## src/rtl/cam_capture_fmt.sv

```systemverilog
// OV camera 2-byte/pixel stream -> formatted, optionally decimated frame-buffer writes.
// Write strobe one pclk after a pixel's second byte; no backpressure, the RAM port always accepts.
module cam_capture_fmt #(
  parameter int AW    = 15,
  parameter int DW    = 12,
  parameter int IMG_W = 160,
  parameter int IMG_H = 120
) (
  input  logic          CAM_pclk,
  input  logic          rst,
  input  logic          CAM_vsync,
  input  logic          CAM_href,
  input  logic [7:0]    CAM_px_data,
  input  logic          capture_en,
  input  logic [1:0]    fmt_sel,
  input  logic [1:0]    dec_sel,
  output logic          DP_RAM_regW,
  output logic [AW-1:0] DP_RAM_addr_in,
  output logic [DW-1:0] DP_RAM_data_in,
  output logic          frame_done,
  output logic [7:0]    frame_cnt,
  output logic          line_err
);

  typedef enum logic [2:0] {IDLE, VS, WAIT, BYTE1, BYTE2} state_t;

  localparam int CW   = $clog2(IMG_W + 1);
  localparam int RW   = $clog2(IMG_H + 1);
  localparam int LIM0 = IMG_W * IMG_H - 1;
  localparam int LIM1 = (IMG_W >> 1) * (IMG_H >> 1) - 1;
  localparam int LIM2 = (IMG_W >> 2) * (IMG_H >> 2) - 1;
  localparam logic [CW-1:0] W_END = CW'(IMG_W);
  localparam logic [RW-1:0] H_END = RW'(IMG_H);

  state_t        state;
  logic          cap_sh;
  logic [1:0]    fmt_sh;
  logic [1:0]    dec_sh;
  logic [7:0]    b1;
  logic [7:0]    b2;
  logic [CW-1:0] col;
  logic [RW-1:0] row;
  logic          pend;
  logic          frame_wr;

  logic [1:0]    d;
  logic          dec_ok;
  logic          keep;
  logic [31:0]   lim;
  logic          addr_ok;
  logic          issue;
  logic          vs_rise;
  logic [DW-1:0] px;

  assign d = (dec_sh == 2'd3) ? 2'd2 : dec_sh;

  always_comb begin
    case (d)
      2'd0:    dec_ok = 1'b1;
      2'd1:    dec_ok = !col[0] && !row[0];
      default: dec_ok = (col[1:0] == 2'b00) && (row[1:0] == 2'b00);
    endcase
  end

  // col/row saturate at the image size, so the bound test also rejects overlong lines/frames
  assign keep = dec_ok && (col < W_END) && (row < H_END);

  always_comb begin
    case (d)
      2'd0:    lim = LIM0;
      2'd1:    lim = LIM1;
      default: lim = LIM2;
    endcase
  end

  assign addr_ok = 32'(DP_RAM_addr_in) <= lim;
  assign issue   = pend && addr_ok;
  assign vs_rise = CAM_vsync && (state != IDLE) && (state != VS);

  always_comb begin
    case (fmt_sh)
      2'd0:    px = DW'({b1[3:0], b2});
      2'd1:    px = DW'({b1[7:4], b1[2:0], b2[7], b2[4:1]});
      2'd2:    px = DW'({b1[7:5], b1[2:0], b2[4:3]});
      default: px = DW'({b1[7:4], b1[7:4], b1[7:4]});
    endcase
  end

  always_ff @(posedge CAM_pclk) begin
    if (rst) begin
      state          <= IDLE;
      cap_sh         <= 1'b0;
      fmt_sh         <= 2'd0;
      dec_sh         <= 2'd0;
      b1             <= 8'd0;
      b2             <= 8'd0;
      col            <= '0;
      row            <= '0;
      pend           <= 1'b0;
      frame_wr       <= 1'b0;
      DP_RAM_regW    <= 1'b0;
      DP_RAM_addr_in <= '0;
      DP_RAM_data_in <= '0;
      frame_done     <= 1'b0;
      frame_cnt      <= 8'd0;
      line_err       <= 1'b0;
    end else begin
      DP_RAM_regW <= issue;
      frame_done  <= 1'b0;
      pend        <= 1'b0;
      if (issue) begin
        DP_RAM_data_in <= px;
        frame_wr       <= 1'b1;
      end
      if (pend && !addr_ok)
        line_err <= 1'b1;
      if (DP_RAM_regW)
        DP_RAM_addr_in <= DP_RAM_addr_in + 1'b1;

      // A pixel completed on the previous edge still counts toward this frame's done pulse
      if (vs_rise) begin
        state <= VS;
        if (frame_wr || issue) begin
          frame_done <= 1'b1;
          frame_cnt  <= frame_cnt + 8'd1;
        end
      end else begin
        case (state)
          IDLE: if (CAM_vsync) state <= VS;
          VS: begin
            cap_sh         <= capture_en;
            fmt_sh         <= fmt_sel;
            dec_sh         <= dec_sel;
            DP_RAM_addr_in <= '0;
            row            <= '0;
            col            <= '0;
            line_err       <= 1'b0;
            frame_wr       <= 1'b0;
            if (!CAM_vsync) state <= WAIT;
          end
          WAIT: begin
            if (CAM_href && cap_sh) begin
              b1    <= CAM_px_data;
              state <= BYTE1;
            end
          end
          BYTE1: begin
            if (CAM_href) begin
              b2    <= CAM_px_data;
              pend  <= keep;
              if (col < W_END) col <= col + 1'b1;
              state <= BYTE2;
            end else begin
              line_err <= 1'b1;
              col      <= '0;
              if ((col != '0) && (row < H_END)) row <= row + 1'b1;
              state    <= WAIT;
            end
          end
          BYTE2: begin
            if (CAM_href) begin
              b1    <= CAM_px_data;
              state <= BYTE1;
            end else begin
              col   <= '0;
              if ((col != '0) && (row < H_END)) row <= row + 1'b1;
              state <= WAIT;
            end
          end
          default: state <= IDLE;
        endcase
      end
    end
  end

endmodule

```

## config.mk

```make
export PLATFORM = sky130hd
export DESIGN_NAME = cam_capture_fmt
export DESIGN_NICKNAME = d
export VERILOG_FILES = /design/src/rtl/cam_capture_fmt.sv
export SDC_FILE = /design/constraint.sdc
export NUM_CORES = 1
export LEC_CHECK = 0
export CORE_ASPECT_RATIO = 1.4
export CORE_MARGIN = 2
export CORE_UTILIZATION = 33
export DETAILED_ROUTE_END_ITERATION = 6
export GPL_TIMING_DRIVEN = 0
export SETUP_SLACK_MARGIN = 0.5
export SYNTH_ARGS = -nofsm -noshare
export SYNTH_HDL_FRONTEND = slang
export SYNTH_SLANG_ARGS = --single-unit
```

## constraint.sdc

```tcl
create_clock -name CAM_pclk -period 5.59 [get_ports CAM_pclk]
set_input_delay 1.118 -clock CAM_pclk [delete_from_list [all_inputs] [get_ports CAM_pclk]]
set_output_delay 1.118 -clock CAM_pclk [all_outputs]
set_load 0.005 [all_outputs]
```

==> out/qor_table.md, run 1 <==
| Group | Quantity | This run |
| --- | --- | --- |
| outcome | Run status | completed |
| layout | Final design instance area without fill | 4700 um^2 |
| global routing | Most used routing layer | met2 |
| cts | Hold Buf Count CTS | 0 |
| job | Max cap viols | 0 |
| timing | Minimum hold slack | 0.460 ns |
| timing | Slew @ Worst Pin | 0.965 ns |
| cts | CTS tree | done |
| logic synthesis | Count of yosys warnings during synthesis | 0 |
| floorplan | I/O pins | 55 |
| hold path | Path category of the worst min-delay check | flop to flop |
| power and ir drop | Switching Power | 0.272 mW |
| layout | Top library cells by usage in the layout, fill and taps aside | 79 x sky130_fd_sc_hd__dfxtp_1, 68 x sky130_fd_sc_hd__nor2_1, 53 x sky130_fd_sc_hd__clkdlybuf4s50_1 |
| floorplan | CORE AREA | 10900 um^2 |
| route | Via total after detailed routing | 3149 |
| placed design | Placer's final routability congestion estimate | 0.819 |
| timing | Setup repair after global routing missed its margin | no |
| logic synthesis | Mapped Cells | 414 |
| worst setup path | Crit path buffers/inverters | 2 |
| route | WL final | 8820 um |
| timing | Clock tree skew after final layout | 0.00771 ns |
| route | Via count normalized by instance count | 5.05 |
| cts | Clock insertion delay at the later pin of the skew report | 0.33 ns |
| cts | Clk Tree Root Cell | sky130_fd_sc_hd__clkbuf_16 |
| power and ir drop | Clock share of power | 45.9% |
| route | Count of TritonRoute iterations in the first routing pass | 4 |
| global routing | Number of global-route vias before repair | 2993 |
| logic synthesis | Post-synthesis average cell area | 8.98 um^2 |
| cts | Cells resized by post-CTS repair | 0 |
| layout | # nets final | 506 |
| placed design | Dpl hpwl | 6580 um |
| timing | Number of max-slew violations in the final report | 0 |
| worst setup path | Critical Path Start Type | input port |
| cts | Register clock-pin slew on the reported worst setup and hold paths | 0.06 ns |
| layout | Syn-to-layout area delta | 26.4% |
| logic synthesis | Syn Std Cell Area | 3720 um^2 |
| global routing | GRT met2 Usage | 26.0% |
| global routing | Global Route met1 Usage | 18.5% |
| worst setup path | Data arrival time of the critical path | 3.06 ns |
| floorplan | Die area | 12100 um^2 |
| global routing | Wire length of the first global-routing pass | 14600 um |
| worst setup path | Critical Path End Type | flop |
| timing | Final hold violation count | 0 |
| layout | Fraction of layout cells with a size suffix above 1 | 7.47% |
| global routing | Maximum number of pins on one net before global-route repair | 14 |
| placed design | Port Buf Inserts | 53 |
| logic synthesis | Count of unique library cells instantiated by Yosys | 54 |
| layout | Utilization of the core after routing | 43.0% |
| worst setup path | CP top delay family | simple AND/OR/NAND/NOR gates |
| logic synthesis | EDFF count, synth | 0 |
| route | Drt wl/cell | 14.2 um |
| timing | Setup total negative slack | 0 ns |
| layout | Leading cell type in the layout, fill and taps excluded | sky130_fd_sc_hd__dfxtp_1 |
| timing | Share of the clock period used by the worst path | 51.2% |
| route | Count of routing violations after the opening detailed-route iteration | 116 |
| floorplan | Initial core utilization | 34.0% |
| cts | TritonCTS buffer count | 9 |
| floorplan | Height of the chip | 130 um |
| cts | Number of buffers added for setup after CTS | 0 |
| power and ir drop | Power Density | 250 nW/um^2 |
| power and ir drop | Leak pwr | 1.61 nW |
| worst setup path | Critical path data required time | 5.78 ns |
| logic synthesis | Sequential-to-total area share from yosys stat | 42.5% |
| timing | Highest clock rate | 349 MHz |
| placed design | Placed inst area | 4420 um^2 |
| timing | Headroom to the max-slew limit | 35.3% |
| cts | Clock tree sinks | 79 |
| power and ir drop | Relative contribution of sequential cells to total power | 48.7% |
| global routing | Number of antenna violations at the first check in global routing | 0 |
| worst setup path | Maximum net fanout on the critical path | 7 |
| worst setup path | Slowest cell on the critical path | sky130_fd_sc_hd__or4b_1 |
| cts | Buffers from clock root to sink, at most | 2 |
| global routing | Met3 Track Usage GR | 3.31% |
| worst setup path | Crit path cell chain | clkdlybuf4s50_1 -> or4b_1 -> a21oi_1 -> or2_1 -> buf_2 -> nand4_1 -> xor2_1 -> nor2_1 |
| layout | Fill count | 1108 |
| logic synthesis | Fraction of registers with async set/reset | 0% |
| cts | H-Tree Level Count | 3 |
| logic synthesis | Net count after synthesis | 442 |
| worst setup path | Biggest cell delay along the critical path | 0.55 ns |
| logic synthesis | Flop and latch count out of synthesis | 79 |
| floorplan | Die Wd | 93.7 um |
| power and ir drop | Portion of total power attributed to combinational logic | 5.4% |
| floorplan | Core Rows | 45 |
| logic synthesis | Top flip-flop cell by instance count after synthesis | sky130_fd_sc_hd__dfxtp_1 |
| global routing | All-layer global routing usage | 15.1% |
| worst setup path | Startpoint-to-endpoint class of the critical path | input port to flop |
| route | Remaining antenna violation count | 0 |
| route | Detailed-route DRC error count | 0 |
| power and ir drop | Internal power contribution | 0.902 mW |
| layout | Inserted Diodes | 0 |
| timing | Final critical path time including I/O delays and setup | 2.86 ns |
| power and ir drop | Peak supply drop | 0.000162 V |
| global routing | Total congestion overflow | 0 |
| power and ir drop | Switching portion of total power | 23.2% |
| timing | Setup Viol. Count Final | 0 |
-- synth_stat cells (2+ instances only) --
master | instances | share of area [%]
sky130_fd_sc_hd__dfxtp_1 | 79 | 43
sky130_fd_sc_hd__nor2_1 | 68 | 6.9
sky130_fd_sc_hd__a21oi_1 | 25 | 3.4
sky130_fd_sc_hd__nand2_1 | 24 | 2.4
sky130_fd_sc_hd__mux2i_1 | 23 | 6.2
sky130_fd_sc_hd__xor2_1 | 14 | 3.3
sky130_fd_sc_hd__inv_1 | 13 | 1.3
sky130_fd_sc_hd__clkbuf_1 | 12 | 1.2
sky130_fd_sc_hd__ha_1 | 11 | 3.7
sky130_fd_sc_hd__o21ai_0 | 11 | 1.5
sky130_fd_sc_hd__xnor2_1 | 10 | 2.4
sky130_fd_sc_hd__nand3_1 | 9 | 1.2
sky130_fd_sc_hd__nor2b_1 | 8 | 1.3
sky130_fd_sc_hd__o21ai_1 | 8 | 1.1
sky130_fd_sc_hd__or3_1 | 8 | 1.3
sky130_fd_sc_hd__a211oi_1 | 7 | 1.4
sky130_fd_sc_hd__nand4_1 | 7 | 1.2
sky130_fd_sc_hd__nor3_1 | 6 | 0.81
sky130_fd_sc_hd__buf_2 | 5 | 0.67
sky130_fd_sc_hd__mux4_2 | 5 | 3.0
sky130_fd_sc_hd__nand2b_1 | 5 | 0.84
sky130_fd_sc_hd__nor3b_1 | 5 | 1.0
sky130_fd_sc_hd__a31oi_1 | 4 | 0.67
sky130_fd_sc_hd__and3_1 | 4 | 0.67
sky130_fd_sc_hd__a211o_1 | 3 | 0.71
sky130_fd_sc_hd__buf_1 | 3 | 0.30
sky130_fd_sc_hd__nand3b_1 | 3 | 0.61
sky130_fd_sc_hd__nor4_1 | 3 | 0.50
sky130_fd_sc_hd__and2_1 | 2 | 0.34
sky130_fd_sc_hd__o211ai_1 | 2 | 0.40
sky130_fd_sc_hd__o31ai_1 | 2 | 0.40
sky130_fd_sc_hd__or2_1 | 2 | 0.34
sky130_fd_sc_hd__or2_2 | 2 | 0.34
-- layout make-up --
cell class,count,area [um^2],share of cell area (%)
clock inverter,5,33.8,0.719
buffer,21,86.3,1.84
inverter,13,48.8,1.04
tap,141,176,3.76
sequential,79,1580,33.7
timing repair buffer,53,531,11.3
multi-input combinational,301,2000,42.6
clock buffer,10,239,5.09
-- stage by stage --
stage	power, mW	setup WS [ns]	cells
2_1_floorplan	0.621	2.99	414
3_3_place_gp	0.647	2.40	608
3_5_place_dp	0.648	2.38	608
4_1_cts	1.19	2.72	623
5_1_grt	1.22	2.51	623
6_report	1.17	2.73	623
-- logic make-up after synthesis --
| group | count (synthesis) | share of synthesized area (%) |
|---|---|---|
| buf+inv | 34 | 3.63 |
| simple gates | 164 | 21.8 |
| fa+ha+maj | 11 | 3.70 |
| compound gates | 74 | 13.5 |
| mux | 28 | 9.22 |
| xor+xnor | 24 | 5.65 |
| flops | 79 | 42.5 |
-- worst min-delay path, stage by stage, from the launching register on --
cell and delay [ns]:
sky130_fd_sc_hd__dfxtp_1 0.31, sky130_fd_sc_hd__nand2_1 0.05, sky130_fd_sc_hd__a21oi_1 0.05
-- power groups by stage --
stage | clock [mW] | combinational [mW] | sequential [mW]
6_report | 0.539 | 0.0630 | 0.572
5_1_grt | 0.574 | 0.0699 | 0.573
4_1_cts | 0.551 | 0.0637 | 0.572
3_5_place_dp | 0 | 0.0634 | 0.585
3_3_place_gp | 0 | 0.0624 | 0.585
2_1_floorplan | 0 | 0.0375 | 0.583
-- sequential cells by signal, summed over array words and instances (netlist names) --
register / cells
col: 8
row: 7
fmt_sh: 2
DP_RAM_addr_in: 15
frame_cnt: 8
dec_sh: 2
b2: 8
DP_RAM_regW: 1
b1: 8
frame_wr: 1
frame_done: 1
DP_RAM_data_in: 12
line_err: 1
cap_sh: 1
state: 3
pend: 1
-- final timing paths --
| path | startpoint | end | slack [ns] | depth (start not counted) |
|---|---|---|---|---|
| min | DP_RAM_data_in[7] | DP_RAM_data_in[7] | 0.46 | 2 |
| max | CAM_href | col[4] | 2.73 | 8 |
| min reg2reg | DP_RAM_data_in[7] | DP_RAM_data_in[7] | 0.46 | 2 |
| max reg2reg | dec_sh[1] | DP_RAM_data_in[3] | 2.83 | 9 |
-- per-layer routing --
layer / up-vias / share of wire, %
met1: 1505 / 44
met3: 10 / 3.7
met2: 65 / 52
met5: - / 0
met4: 0 / 1.0
li1: 1569 / -
Power figures use the tool's default switching activity.
==> inputs of run 2 (changes only) <==
clock period = 2.7 ns   (was 5.59 ns; I/O delays follow)
==> run 2 against run 1 <==
Compared with the run above: wire length grew 3.3%; worst hold slack got worse by 0.0039 ns; via count grew 0.54%; first-iteration DRC count shrank 7.8%; global-route usage increased by 0.64 points; critical endpoint is now frame_cnt[6]; largest cell class unchanged.
==> out/qor_table.md, run 2 (synthesis results as in run 1) <==
| Group | Quantity | This run | Change |
| --- | --- | --- | --- |
| outcome | Run status | completed |  |
| route | Remaining antenna violation count | 0 | unchanged |
| layout | Syn-to-layout area delta | 33.3% |  |
| hold path | Path category of the worst min-delay check | flop to flop |  |
| timing | Slew @ Worst Pin | 0.651 ns | -0.314 ns |
| cts | CTS tree | done |  |
| hold path | Terminating pin of the worst hold path | DP_RAM_data_in[6] |  |
| layout | Fill count | 1102 | -0.54% |
| layout | Fraction of layout cells with a size suffix above 1 | 13.0% | +5.6 points |
| route | Drt wl/cell | 14.4 um | +1.8% |
| timing | Minimum hold slack | 0.456 ns | -0.00387 ns |
| floorplan | I/O pins | 55 | unchanged |
| placed design | Port Buf Inserts | 53 | unchanged |
| placed design | Placed inst area | 4440 um^2 | +0.28% |
| route | Detailed-route DRC error count | 0 | unchanged |
| global routing | All-layer global routing usage | 15.7% | +0.64 points |
| hold path | Hold Path Depth | 2 | unchanged |
| timing | Highest clock rate | 438 MHz |  |
| layout | Top register by number of flip-flops | DP_RAM_addr_in |  |
| global routing | Global Route met1 Usage | 18.1% | -0.44 points |
| timing | Final hold violation count | 0 | unchanged |
| layout | Final design instance area without fill | 4950 um^2 | +5.5% |
| layout | Top flop regs | DP_RAM_addr_in (15), DP_RAM_data_in (12) |  |
| worst setup path | Data arrival time of the critical path | 2.55 ns | -0.51 ns |
| worst setup path | Crit path buffers/inverters | 2 | unchanged |
| placed design | Inst Count DP | 608 | unchanged |
| hold path | Hold wc startpoint | DP_RAM_data_in[6] |  |
| worst setup path | Biggest cell delay along the critical path | 0.35 ns | -0.20 ns |
| global routing | Number of global-route vias before repair | 3157 | +5.5% |
| worst setup path | Cell with the most instances on the worst path | sky130_fd_sc_hd__a21oi_2 |  |
| worst setup path | Crit path cell chain | or2_4 -> ha_4 -> a21oi_2 -> o211ai_1 -> buf_4 -> a211oi_4 -> buf_6 -> o2111ai_4 -> or3_1 -> a21oi_2 |  |
| cts | Clk Tree Root Cell | sky130_fd_sc_hd__clkbuf_16 |  |
| timing | Share of the clock period used by the worst path | 84.6% |  |
| worst setup path | Critical Path Start Type | flop |  |
| global routing | Total congestion overflow | 0 | unchanged |
| global routing | Maximum number of pins on one net before global-route repair | 13 | -1 |
| layout | Inserted Diodes | 0 | unchanged |
| cts | Clock tree sinks | 79 | unchanged |
| timing | Final critical path time including I/O delays and setup | 2.28 ns |  |
| timing | Setup total negative slack | 0 ns | unchanged |
| layout | Multi-input combinational cell area | 2130 um^2 | +6.6% |
| worst setup path | Critical path data required time | 2.96 ns | -2.82 ns |
| global routing | GRT met2 Usage | 27.7% | +1.7 points |
| timing | Setup repair after global routing missed its margin | yes |  |
| worst setup path | Number of cells on the critical path | 10 | +2 |
| job | Max cap viols | 0 | unchanged |
| worst setup path | Reg2Reg Capture Point | frame_cnt[6] |  |
| timing | Clock tree skew after final layout | 0.00686 ns | -0.000848 ns |
| power and ir drop | Power Density | 522 nW/um^2 | +110% |
| worst setup path | Critical Path End Type | flop |  |
| power and ir drop | Peak supply drop | 0.000362 V | +120% |
| cts | Register clock-pin slew on the reported worst setup and hold paths | 0.06 ns | about the same |
| layout | Top library cells by usage in the layout, fill and taps aside | 78 x sky130_fd_sc_hd__dfxtp_1, 68 x sky130_fd_sc_hd__nor2_1, 52 x sky130_fd_sc_hd__clkdlybuf4s50_1 |  |
| global routing | Number of antenna violations at the first check in global routing | 0 | unchanged |
| floorplan | Die area | 12100 um^2 | unchanged |
| layout | Final standard cell count with taps included and fillers excluded | 632 | +1.4% |
| floorplan | Die Wd | 93.7 um | unchanged |
| floorplan | Height of the chip | 130 um | unchanged |
| cts | Buffers from clock root to sink, at most | 2 | unchanged |
| cts | Clock insertion delay at the later pin of the skew report | 0.33 ns | about the same |
| placed design | Placer's final routability congestion estimate | 0.831 | +1.5% |
| floorplan | Core Rows | 45 | unchanged |
| worst setup path | Slowest cell on the critical path | sky130_fd_sc_hd__dfxtp_4 |  |
| floorplan | CORE AREA | 10900 um^2 | unchanged |
| layout | Leading cell type in the layout, fill and taps excluded | sky130_fd_sc_hd__dfxtp_1 |  |
| worst setup path | Length in cells of the worst reg-to-reg path | 10 | +1 |
| layout | Utilization of the core after routing | 45.3% | +2.3 points |
| timing | Number of max-slew violations in the final report | 0 | unchanged |
| route | WL final | 9110 um | +3.3% |
| route | Count of TritonRoute iterations in the first routing pass | 4 | unchanged |
| global routing | Met3 Track Usage GR | 3.55% | +0.23 points |
| cts | TritonCTS buffer count | 9 | unchanged |
| global routing | Wire length of the first global-routing pass | 15100 um | +3.2% |
| timing | Setup Viol. Count Final | 0 | unchanged |
| cts | H-Tree Level Count | 3 | unchanged |
| route | Count of routing violations after the opening detailed-route iteration | 107 | -7.8% |
| layout | FF+latch area | 1590 um^2 | +0.24% |
| worst setup path | Maximum net fanout on the critical path | 6 | -1 |
| floorplan | Initial core utilization | 34.0% | unchanged |
| worst setup path | Flop2flop setup slack | 0.42 ns | -2.41 ns |
| power and ir drop | Leak pwr | 1.71 nW | +6.8% |
| timing | Headroom to the max-slew limit | 56.6% | +21 points |
| layout | Max FFs per register | 15 | unchanged |
| global routing | Most used routing layer | met2 |  |
| placed design | Dpl hpwl | 6650 um | +0.96% |
| worst setup path | Startpoint-to-endpoint class of the critical path | flop to flop |  |
| worst setup path | Origin of the critical flop-to-flop path | dec_sh[1] |  |
| layout | # nets final | 514 | +1.6% |
| route | Via count normalized by instance count | 5.01 | -0.89% |
| route | Via total after detailed routing | 3166 | +0.54% |
| worst setup path | CP top delay family | compound AO/OA/AOI/OAI gates |  |
run 2: changes by cell type in the layout (fill, tap and decap cells not counted), moves of 3 or more:
cell and change:
sky130_fd_sc_hd__buf_4 +6, sky130_fd_sc_hd__a21oi_1 -5, sky130_fd_sc_hd__a21oi_2 +5, sky130_fd_sc_hd__buf_6 +4, sky130_fd_sc_hd__clkbuf_2 +3
run 2: area by class of cell:
class                           instances  share of cell area (%)
Buffer                                 21                    2.07
Clock buffer                           14                    5.53
Clock inverter                          2                   0.758
Inverter                               13                   0.985
Multi-Input combinational cell        301                    43.0
Sequential cell                        79                    32.0
Tap cell                              141                    3.56
Timing Repair Buffer                   61                    12.0
run 2: worst reg2reg max path, delay by kind of cell (launching register included):
kind	cells	cell delay (ns)
buffers and inverters	2	0.32
AND/OR/NAND/NOR	2	0.63
adder cells (fa/ha/maj)	1	0.23
flip-flops	1	0.35
AO/OA/AOI/OAI	5	0.68
run 2: repair_timing:
item                       4_1_cts  5_1_grt
buffers inserted                 6        0
gates resized for setup         21       19
gates cloned                     2        0
pin swaps                       24        4
setup endpoints to repair       27       49
hold buffers                     0        0
run 2: how the worst max path moves through the flow:
stage                     slack, ns           end       from
after floorplan                0.50  frame_cnt[5]  dec_sh[1]
after global placement         0.09        col[3]   CAM_href
after detailed placement       0.06        col[5]   CAM_href
after CTS                      0.43  frame_cnt[6]  dec_sh[1]
after global routing           0.29  frame_cnt[7]  dec_sh[1]
final                          0.42  frame_cnt[6]  dec_sh[1]
run 2: report_power, final:
part           total [mW]  internal [mW]  switching (mW)
sequential           1.18           1.17          0.0103
clock                1.26          0.793           0.463
combinational       0.145         0.0591          0.0861
total                2.59           2.03           0.559
run 2: stage by stage:
| stage | worst slack [ns] | power [mW] |
|---|---|---|
| 2_1_floorplan | 0.500 | 1.29 |
| 6_report | 0.416 | 2.59 |
| 5_1_grt | 0.292 | 2.69 |
| 3_5_place_dp | 0.0588 | 1.34 |
| 3_3_place_gp | 0.0911 | 1.34 |
| 4_1_cts | 0.433 | 2.61 |
run 2: routing by layer:
layer | up-vias | part of all wire, %
met5 | - | 0
met4 | 0 | 2.2
met3 | 17 | 3.2
met2 | 65 | 52
met1 | 1492 | 43
li1 | 1592 | -
